`config.mk`:
```
export PLATFORM = sky130hd
export DESIGN_NAME = ioconfig_ctrl
export DESIGN_NICKNAME = d
export VERILOG_FILES = /design/src/rtl/ioconfig_pkg.sv /design/src/rtl/ioconfig_shift.sv /design/src/rtl/ioconfig_ctrl.sv
export SDC_FILE = /design/constraint.sdc
export NUM_CORES = 1
export LEC_CHECK = 0
export ABC_AREA = 1
export CAP_MARGIN = 20
export CORE_ASPECT_RATIO = 1.25
export CORE_MARGIN = 2
export CORE_UTILIZATION = 51
export DETAILED_ROUTE_END_ITERATION = 12
export PLACE_DENSITY_LB_ADDON = 0.3
export SYNTH_ARGS = -nofsm -noshare
export SYNTH_HDL_FRONTEND = slang
export SYNTH_SLANG_ARGS = --single-unit
```
`constraint.sdc`:
```
create_clock -name IOCLK -period 2.6 [get_ports IOCLK]
set_input_delay 0.52 -clock IOCLK [delete_from_list [all_inputs] [get_ports IOCLK]]
set_output_delay 0.52 -clock IOCLK [all_outputs]
set_load 0.05 [all_outputs]
```
`src/rtl/ioconfig_pkg.sv`:
```
// Shared types and constants for the I/O ring configuration loader.
// Optional even-parity check on the data stream: IOCONFIG_PARITY_EN.
package ioconfig_pkg;

  typedef enum logic [2:0] {
    IDLE,
    SYNC,
    LOAD,
    PARITY,
    COMMIT,
    ERR
  } state_t;

  localparam int CFG_BITS_PER_IO = 3;

  localparam logic [1:0] TS_OFF    = 2'b00;
  localparam logic [1:0] TS_CTRL   = 2'b01;
  localparam logic [1:0] TS_ON     = 2'b10;
  localparam logic [1:0] TS_ON_ALT = 2'b11;

  localparam logic [7:0] DEF_SYNC_WORD = 8'hA5;

  function automatic int cnt_width(
    input int total,
    input int tmo
  );
    int m;
    m = (total > tmo) ? total : tmo;
    return $clog2(m + 1);
  endfunction

endpackage

```
`src/rtl/ioconfig_shift.sv`:
```
// Shadow shift register, shared bit counter and running parity
// for the configuration loader.
module ioconfig_shift
  import ioconfig_pkg::*;
#(
  parameter int TOTAL = 30,
  parameter int CW    = 7
) (
  input  logic             IOCLK,
  input  logic             RST,
  input  logic             clr,
  input  logic             shift_en,
  input  logic             cnt_en,
  input  logic             din,
  output logic [TOTAL-1:0] shadow,
  output logic [CW-1:0]    cnt,
  output logic             par
);

  // clear wins over a same-edge shift so sync->load starts clean
  always_ff @(posedge IOCLK or posedge RST) begin
    if (RST) begin
      shadow <= '0;
      cnt    <= '0;
      par    <= 1'b0;
    end else if (clr) begin
      shadow <= '0;
      cnt    <= '0;
      par    <= 1'b0;
    end else begin
      if (shift_en) begin
        shadow <= {shadow[TOTAL-2:0], din};
        par    <= par ^ din;
      end
      if (cnt_en) begin
        cnt <= cnt + 1'b1;
      end
    end
  end

endmodule

```
`src/rtl/ioconfig_ctrl.sv`:
```
// Serial config loader: sync search, shadow load, atomic commit.
// Optional even-parity check on the data stream: IOCONFIG_PARITY_EN.
module ioconfig_ctrl
  import ioconfig_pkg::*;
#(
  parameter int         NUM_IO       = 10,
  parameter logic [7:0] SYNC_WORD    = DEF_SYNC_WORD,
  parameter int         SYNC_TIMEOUT = 64
) (
  input  logic                IOCLK,
  input  logic                RST,
  input  logic                START,
  input  logic                ABORT,
  input  logic                CFG_VALID,
  input  logic                CFG_DATA,
  output logic                CFG_READY,
  output logic [2*NUM_IO-1:0] TSMUX_OUT,
  output logic [NUM_IO-1:0]   DORREG_OUT,
  output logic                BUSY,
  output logic                CFG_DONE,
  output logic                CFG_ERR
);

  localparam int TOTAL = CFG_BITS_PER_IO * NUM_IO;
  localparam int CW    = cnt_width(TOTAL, SYNC_TIMEOUT);

  state_t state, nxt;

  logic [6:0]       sync_q;
  logic [TOTAL-1:0] shadow;
  logic [CW-1:0]    cnt;
  logic             par;
  logic             clr;
  logic             shift_en;
  logic             cnt_en;
  logic             sync_en;
  logic             commit;
  logic             accept;
  logic             done_q;
  logic [2*NUM_IO-1:0] ts_q, ts_nxt;
  logic [NUM_IO-1:0]   dr_q, dr_nxt;

  assign CFG_READY = (state == SYNC) ||
                     (state == LOAD) ||
                     (state == PARITY);
  assign BUSY      = (state != IDLE) && (state != ERR);
  assign CFG_ERR   = (state == ERR);
  assign CFG_DONE  = done_q;
  assign TSMUX_OUT = ts_q;
  assign DORREG_OUT = dr_q;
  assign accept    = CFG_VALID && CFG_READY;

  ioconfig_shift #(
    .TOTAL (TOTAL),
    .CW    (CW)
  ) u_shift (
    .IOCLK    (IOCLK),
    .RST      (RST),
    .clr      (clr),
    .shift_en (shift_en),
    .cnt_en   (cnt_en),
    .din      (CFG_DATA),
    .shadow   (shadow),
    .cnt      (cnt),
    .par      (par)
  );

  always_ff @(posedge IOCLK or posedge RST) begin
    if (RST) begin
      state <= IDLE;
    end else begin
      state <= nxt;
    end
  end

  always_comb begin
    nxt      = state;
    clr      = 1'b0;
    shift_en = 1'b0;
    cnt_en   = 1'b0;
    sync_en  = 1'b0;
    commit   = 1'b0;
    unique case (state)
      IDLE: begin
        if (START) begin
          nxt = SYNC;
          clr = 1'b1;
        end
      end
      SYNC: begin
        if (ABORT) begin
          nxt = IDLE;
        end else if (accept) begin
          cnt_en  = 1'b1;
          sync_en = 1'b1;
          if ({sync_q, CFG_DATA} == SYNC_WORD) begin
            nxt = LOAD;
            clr = 1'b1;
          end else if (cnt == CW'(SYNC_TIMEOUT - 1)) begin
            nxt = ERR;
          end
        end
      end
      LOAD: begin
        if (ABORT) begin
          nxt = IDLE;
        end else if (accept) begin
          shift_en = 1'b1;
          cnt_en   = 1'b1;
          if (cnt == CW'(TOTAL - 1)) begin
`ifdef IOCONFIG_PARITY_EN
            nxt = PARITY;
`else
            nxt = COMMIT;
`endif
          end
        end
      end
      PARITY: begin
        if (ABORT) begin
          nxt = IDLE;
        end else if (accept) begin
          nxt = (CFG_DATA == par) ? COMMIT : ERR;
        end
      end
      COMMIT: begin
        nxt    = IDLE;
        commit = 1'b1;
      end
      ERR: begin
        if (START) begin
          nxt = SYNC;
          clr = 1'b1;
        end
      end
      default: nxt = IDLE;
    endcase
  end

  always_ff @(posedge IOCLK or posedge RST) begin
    if (RST) begin
      sync_q <= '0;
    end else if (clr) begin
      sync_q <= '0;
    end else if (sync_en) begin
      sync_q <= {sync_q[5:0], CFG_DATA};
    end
  end

  // pad k owns shadow[3k+2:3k]: TSMUX on the upper two, DORREG at 3k
  always_comb begin
    ts_nxt = '0;
    dr_nxt = '0;
    for (int k = 0; k < NUM_IO; k++) begin
      ts_nxt[2*k +: 2] = shadow[3*k+1 +: 2];
      dr_nxt[k]        = shadow[3*k];
    end
  end

  always_ff @(posedge IOCLK or posedge RST) begin
    if (RST) begin
      ts_q   <= '0;
      dr_q   <= '0;
      done_q <= 1'b0;
    end else begin
      done_q <= commit;
      if (commit) begin
        ts_q <= ts_nxt;
        dr_q <= dr_nxt;
      end
    end
  end

endmodule

```
**Word level (Yosys, flattened, before mapping)**

Cells that the tools add are included.

- Add/subtract/negate cells: 1
- Eq/ne operators: 16
- Multiplexer cells: 31
- Bitwise logic cells: 1
- Reductions and logical operators: 12

Operators by type and width:

| cell | count |
|---|---|
| two-way mux 30 bit | 2 |
| two-way mux 3 bit | 10 |
| two-way mux 7 bit | 4 |
| two-way mux 1 bit | 13 |
| inequality test 3 bit (second input constant) | 4 |
| case mux 3 bit (4 select lines) | 1 |
| equality test 8 bit (second input constant) | 1 |
| adder 7 x 1 -> 7 bit (second input constant) | 1 |
| equality test 7 x 5 -> 1 bit (second input constant) | 1 |
| equality test 7 x 6 -> 1 bit (second input constant) | 1 |
| equality test 3 x 2 -> 1 bit (second input constant) | 2 |
| equality test 3 bit (second input constant) | 2 |
| AND reduction 6 bit | 1 |
| nonzero test 2 bit | 3 |
| inequality test 4 x 2 -> 1 bit (second input constant) | 1 |
| OR reduction 2 bit | 2 |
| equality test 3 x 1 -> 1 bit (second input constant) | 1 |
| zero test 3 bit | 1 |
| inequality test 3 x 2 -> 1 bit (second input constant) | 1 |
| nonzero test 3 bit | 1 |
| logical AND 1 bit | 2 |
| logical OR 1 bit | 2 |
| inequality test 2 x 1 -> 1 bit (second input constant) | 1 |
| case mux 1 bit (2 select lines) | 1 |
| other kinds (2) | 2 |

- Bits in registers: 79
- Input port bits: 6
- Output and inout bits: 34
- Word-level logic and storage cells: 69

**Longest topological paths before layout**

- Depth in word-level cells: 9
- Gate-level depth with buffers: 10

**Modules after synthesis**

From an unflattened synthesis, not the netlist that was laid out.

- Cells, all modules: 399
- Area, all modules: 3,512.1 um^2

Modules (own cells, without submodules):

| module | instances | cells an instance | area an instance (um^2) | sequential area each (um^2) |
|---|---|---|---|---|
| ioconfig_ctrl | 1 | 253 | 1,981.9 | 1,026.0 |
| ioconfig_shift | 1 | 146 | 1,530.2 | 950.9 |

**Worst setup path before layout**

Ideal clock, no wire load.

- Path kind: register to output
- From: register state[1]
- To: output port CFG_ERR
- Arrival: 1.182 ns
- Slack: 0.898 ns
- Cell stages (with the launch flop): 4
- Buffers on the path: 0
- Cell sequence: dfrtp_1 inv_2 nand2_1 nor2_1

- Longest elaborated chain between the ends: 1

Ends and longest elaborated chain:

| element | RTL line | source |
|---|---|---|
| start, declared | ioconfig_ctrl.sv:27 | `state_t state, nxt;` |
| start signal, assigned | ioconfig_ctrl.sv:72 | `state <= nxt;` |
| equality test 3 bit | ioconfig_ctrl.sv:47 | `assign CFG_ERR = (state == ERR);` |
| end, declared | ioconfig_ctrl.sv:21 | `output logic CFG_ERR` |

No other way between the ends.

**Worst setup path in the final report**

- From: register state[1]
- To: output port CFG_READY

- Longest elaborated chain between the ends: 3
- Elaborated cells between the ends (all ways): 5
- Classes of those cells: eq/ne: 3; reduce/logical: 2

Ends and longest elaborated chain:

| element | RTL line | source |
|---|---|---|
| equality test 3 x 1 -> 1 bit or equality test 3 x 2 -> 1 bit (tied branches) | ioconfig_ctrl.sv:43, ioconfig_ctrl.sv:44 |  |
| logical OR 1 bit | ioconfig_ctrl.sv:43 | `assign CFG_READY = (state == SYNC) \|\|` |
| logical OR 1 bit (*) | ioconfig_ctrl.sv:44 | `(state == LOAD) \|\|` |
| end, declared | ioconfig_ctrl.sv:16 | `output logic CFG_READY,` |

Mark *: on every way between the ends. The rest lies on a longest branch, timed or not.

==> key figures <==
Routing
  – Wirelength, routed: about 7500 µm
  – Number of vias after detailed routing: a little over 3000
  – DRT antenna net count: 0
  – Average routed wire per standard cell: roughly 13 µm
  – Length of the first detailed-routing pass in iterations: 4
  – Per-cell via count in the routed design: between 5 and 6
  – DRC viols: 0
  – Drt initial violations: 239

Status
  – Status: finished clean

Yosys
  – Synthesized Nets: approximately 460
  – Synthesis-stage register bit count: 79
  – Gate count after technology mapping: approximately 450
  – Post-synth top area share: 0.538
  – Area of the mapped netlist: 3680 µm²
  – Synthesis warning total: 0
  – Unique masters post-synth: 23
  – Share of synthesized area occupied by flip-flops and latches: 0.538
  – Most area-hungry cell type in the Yosys netlist: sky130_fd_sc_hd__dfrtp_1
  – Average cell area after synthesis: 8.15 µm²
  – Biggest area contributors in the synthesized netlist: sky130_fd_sc_hd__dfrtp_1, sky130_fd_sc_hd__nand2_1, sky130_fd_sc_hd__nand4_1, sky130_fd_sc_hd__inv_1, sky130_fd_sc_hd__nor2_1

Cells and area
  – Share of cells above drive strength 1: 0.0855
  – Area Growth Syn to Fin: 18.9%
  – Diodes inserted: 0
  – Final-layout fill cell count: 613
  – Most frequent standard cell in the layout excluding fill and tap cells: sky130_fd_sc_hd__nand2_1
  – Post-route cell area: approximately 4400 µm²
  – Final net count: 494
  – Most used cells in the layout excluding fill and tap cells: sky130_fd_sc_hd__nand2_1, sky130_fd_sc_hd__dfrtp_1, sky130_fd_sc_hd__nand4_1

Clock network
  – CTS root buffer: sky130_fd_sc_hd__clkbuf_8
  – Maximum clock insertion buffer count: 2
  – Worst-skew pair later-pin latency: 0.36 ns
  – Number of clock sinks seen by CTS: just under 80
  – CTS HTree Levels: 3
  – Clk pin slew, worst setup/hold paths: 0.08 ns
  – CTS Buf Count: 9
  – Clock tree from TritonCTS: yes

Floorplan
  – Placement row count: 34
  – Number of placed I/O pins: 40
  – Initial core utilization: 0.527
  – Horizontal die dimension: 79.9 µm
  – Area enclosed by the die boundary: 7910 µm²
  – Core region area: 6980 µm²
  – Die height: a little under 100 µm

Power
  – Final Power: 2.98 mW
  – Power density cells: 683 nW/µm²
  – VDD IR-drop max: 0.715 mV
  – Reported leakage power: ~2.3 nW

Critical path
  – Startpoint type of the worst setup path: register
  – Slowest Stage Delay on Critical Path: approximately 0.80 ns
  – Cell with the biggest individual delay on the critical path: sky130_fd_sc_hd__clkdlybuf4s50_1
  – Ordered cell list for the critical path: inv_2 > nand2_2 > nand2_1 > inv_1 > clkdlybuf4s50_1
  – Data arrival time of the critical path: slightly below 2 ns
  – Critical path data required time: ~2.1 ns
  – Type of element capturing the critical path: output pin
  – Maximum fanout along the worst path: 5
  – Critical setup path kind: reg2out

Placed design
  – Global placer's final weighted congestion: between 0.8 and 0.9
  – Number of buffers inserted by port buffering: 39
  – Minimum setup slack after placement: 0.187 ns
  – Placed Area: 4150 µm²
  – Dpl hpwl: 4980 µm

STA
  – Pin slew with the least headroom to its limit: 0.533 ns
  – Finish-stage setup viols: 0
  – RSZ-0062 raised after global routing: false
  – Minimum clock period after layout: 2.50 ns
  – Worst Setup Slack, final: 0.0959 ns
  – Final hold violation count: 0
  – Part of the cycle the worst path needs: 0.963
  – Final worst clock skew: 0.00996 ns
  – Worst slack on hold paths: 0.474 ns
  – Slew HR: 0.644
  – Final Max Tran Viols: 0
  – Total Neg Setup Slack: 0 ns
  – Maximum operating frequency: 0.399 GHz

Global route
  – Largest net degree at the start of global routing: 80
  – Overall overflow remaining after global route: 0
  – First-pass GRT wire length: 13200 µm
  – Via count of the first global-routing pass: about 3000
  – Overall fraction of global-route tracks in use: 0.208
  – Antenna violations before repair: 0

Min path
  – Type of the most critical hold path: reg2reg

Job
  – Number of violations of the max-capacitance limit: 0
per-layer routing:
| metal | up-vias | GRT usage | share of wire |
|---|---|---|---|
| met1 | 1474 | 0.269 | 0.45 |
| li1 | 1541 | - | - |
| met5 | - | 0 | 0 |
| met2 | 79 | 0.333 | 0.49 |
| met4 | 0 | 0.107 | 0.018 |
| met3 | 15 | 0.0366 | 0.040 |
where the power goes:
part	switching, mW	leakage [nW]	internal [mW]
registers	0.0425	1.10	1.26
logic	0.508	1.06	0.179
clock network	0.453	0.110	0.542
flip-flops by register name, summed over array words and instances (netlist names):
signal	cells
CFG_DONE	1
DORREG_OUT	10
TSMUX_OUT	20
state	3
sync_q	7
u_shift.cnt	7
u_shift.par	1
u_shift.shadow	30
logic make-up (layout without fill, tap and decap cells):
group | count (synthesis) | count (layout) | share of synthesized area
flops | 79 | 79 | 0.538
fa+ha+maj | 2 | 2 | 0.00681
buf+inv | 55 | 95 | 0.0643
compound gates | 15 | 15 | 0.0204
simple gates | 297 | 297 | 0.364
xor+xnor | 3 | 3 | 0.00715
repair_timing:
action,CTS,global route
endpoints found under the setup margin,0,1
resized for setup,0,1
hold buffers,0,0
buffers inserted,0,0
hold endpoints to repair,0,0
final cells by class:
class / count / area [µm²] / share of cell area
Sequential cell: 79 / 1980 / 0.452
Tap cell: 90 / 113 / 0.0258
Clock buffer: 9 / 124 / 0.0283
Clock inverter: 7 / 95.1 / 0.0218
Inverter: 32 / 120 / 0.0275
Multi-Input combinational cell: 317 / 1470 / 0.335
Timing Repair Buffer: 47 / 478 / 0.109
final timing paths:
path                       slack [ns]           from              to  depth (start not counted)
hold reg to reg                  0.47  DORREG_OUT[8]   DORREG_OUT[8]                          2
min in group asynchronous        0.55            RST    TSMUX_OUT[9]                          3
hold / removal                   0.47  DORREG_OUT[8]   DORREG_OUT[8]                          2
setup reg to reg                 0.82       state[1]  u_shift.cnt[6]                          8
setup / recovery                  0.1       state[1]       CFG_READY                          5
max in group asynchronous        1.71            RST       sync_q[1]                          3
worst max-delay path: cells and delay by family, from the launching register on:
family	cells	cell delay (ns)
buffers and inverters	3	0.96
flip-flops	1	0.43
AND/OR/NAND/NOR	2	0.24
cells in the mapped netlist:
library cell                 n
sky130_fd_sc_hd__inv_1      26
sky130_fd_sc_hd__nand2_1   187
sky130_fd_sc_hd__ha_1        2
sky130_fd_sc_hd__nand3_4     1
sky130_fd_sc_hd__inv_2       6
sky130_fd_sc_hd__a21oi_1    15
sky130_fd_sc_hd__nand2_2     2
sky130_fd_sc_hd__buf_4       1
sky130_fd_sc_hd__or2_2       1
sky130_fd_sc_hd__xor2_1      3
sky130_fd_sc_hd__buf_2      15
sky130_fd_sc_hd__nand2_4     1
sky130_fd_sc_hd__buf_6       1
sky130_fd_sc_hd__nor2_1     26
sky130_fd_sc_hd__nand3_1    15
sky130_fd_sc_hd__nor3_1      1
sky130_fd_sc_hd__nand3b_1    2
sky130_fd_sc_hd__clkbuf_1    6
sky130_fd_sc_hd__nor2_4      1
sky130_fd_sc_hd__nand3_2     2
sky130_fd_sc_hd__dfrtp_1    79
sky130_fd_sc_hd__nand4_1    56
sky130_fd_sc_hd__nor2_2      2
stage by stage:
stage / std cells / util
2_1_floorplan: 451 / -
3_3_place_gp: 565 / 0.595
3_5_place_dp: 565 / 0.595
4_1_cts: 581 / 0.626
5_1_grt: 581 / 0.627
6_report: 581 / 0.627
Power figures use the tool's default switching activity.
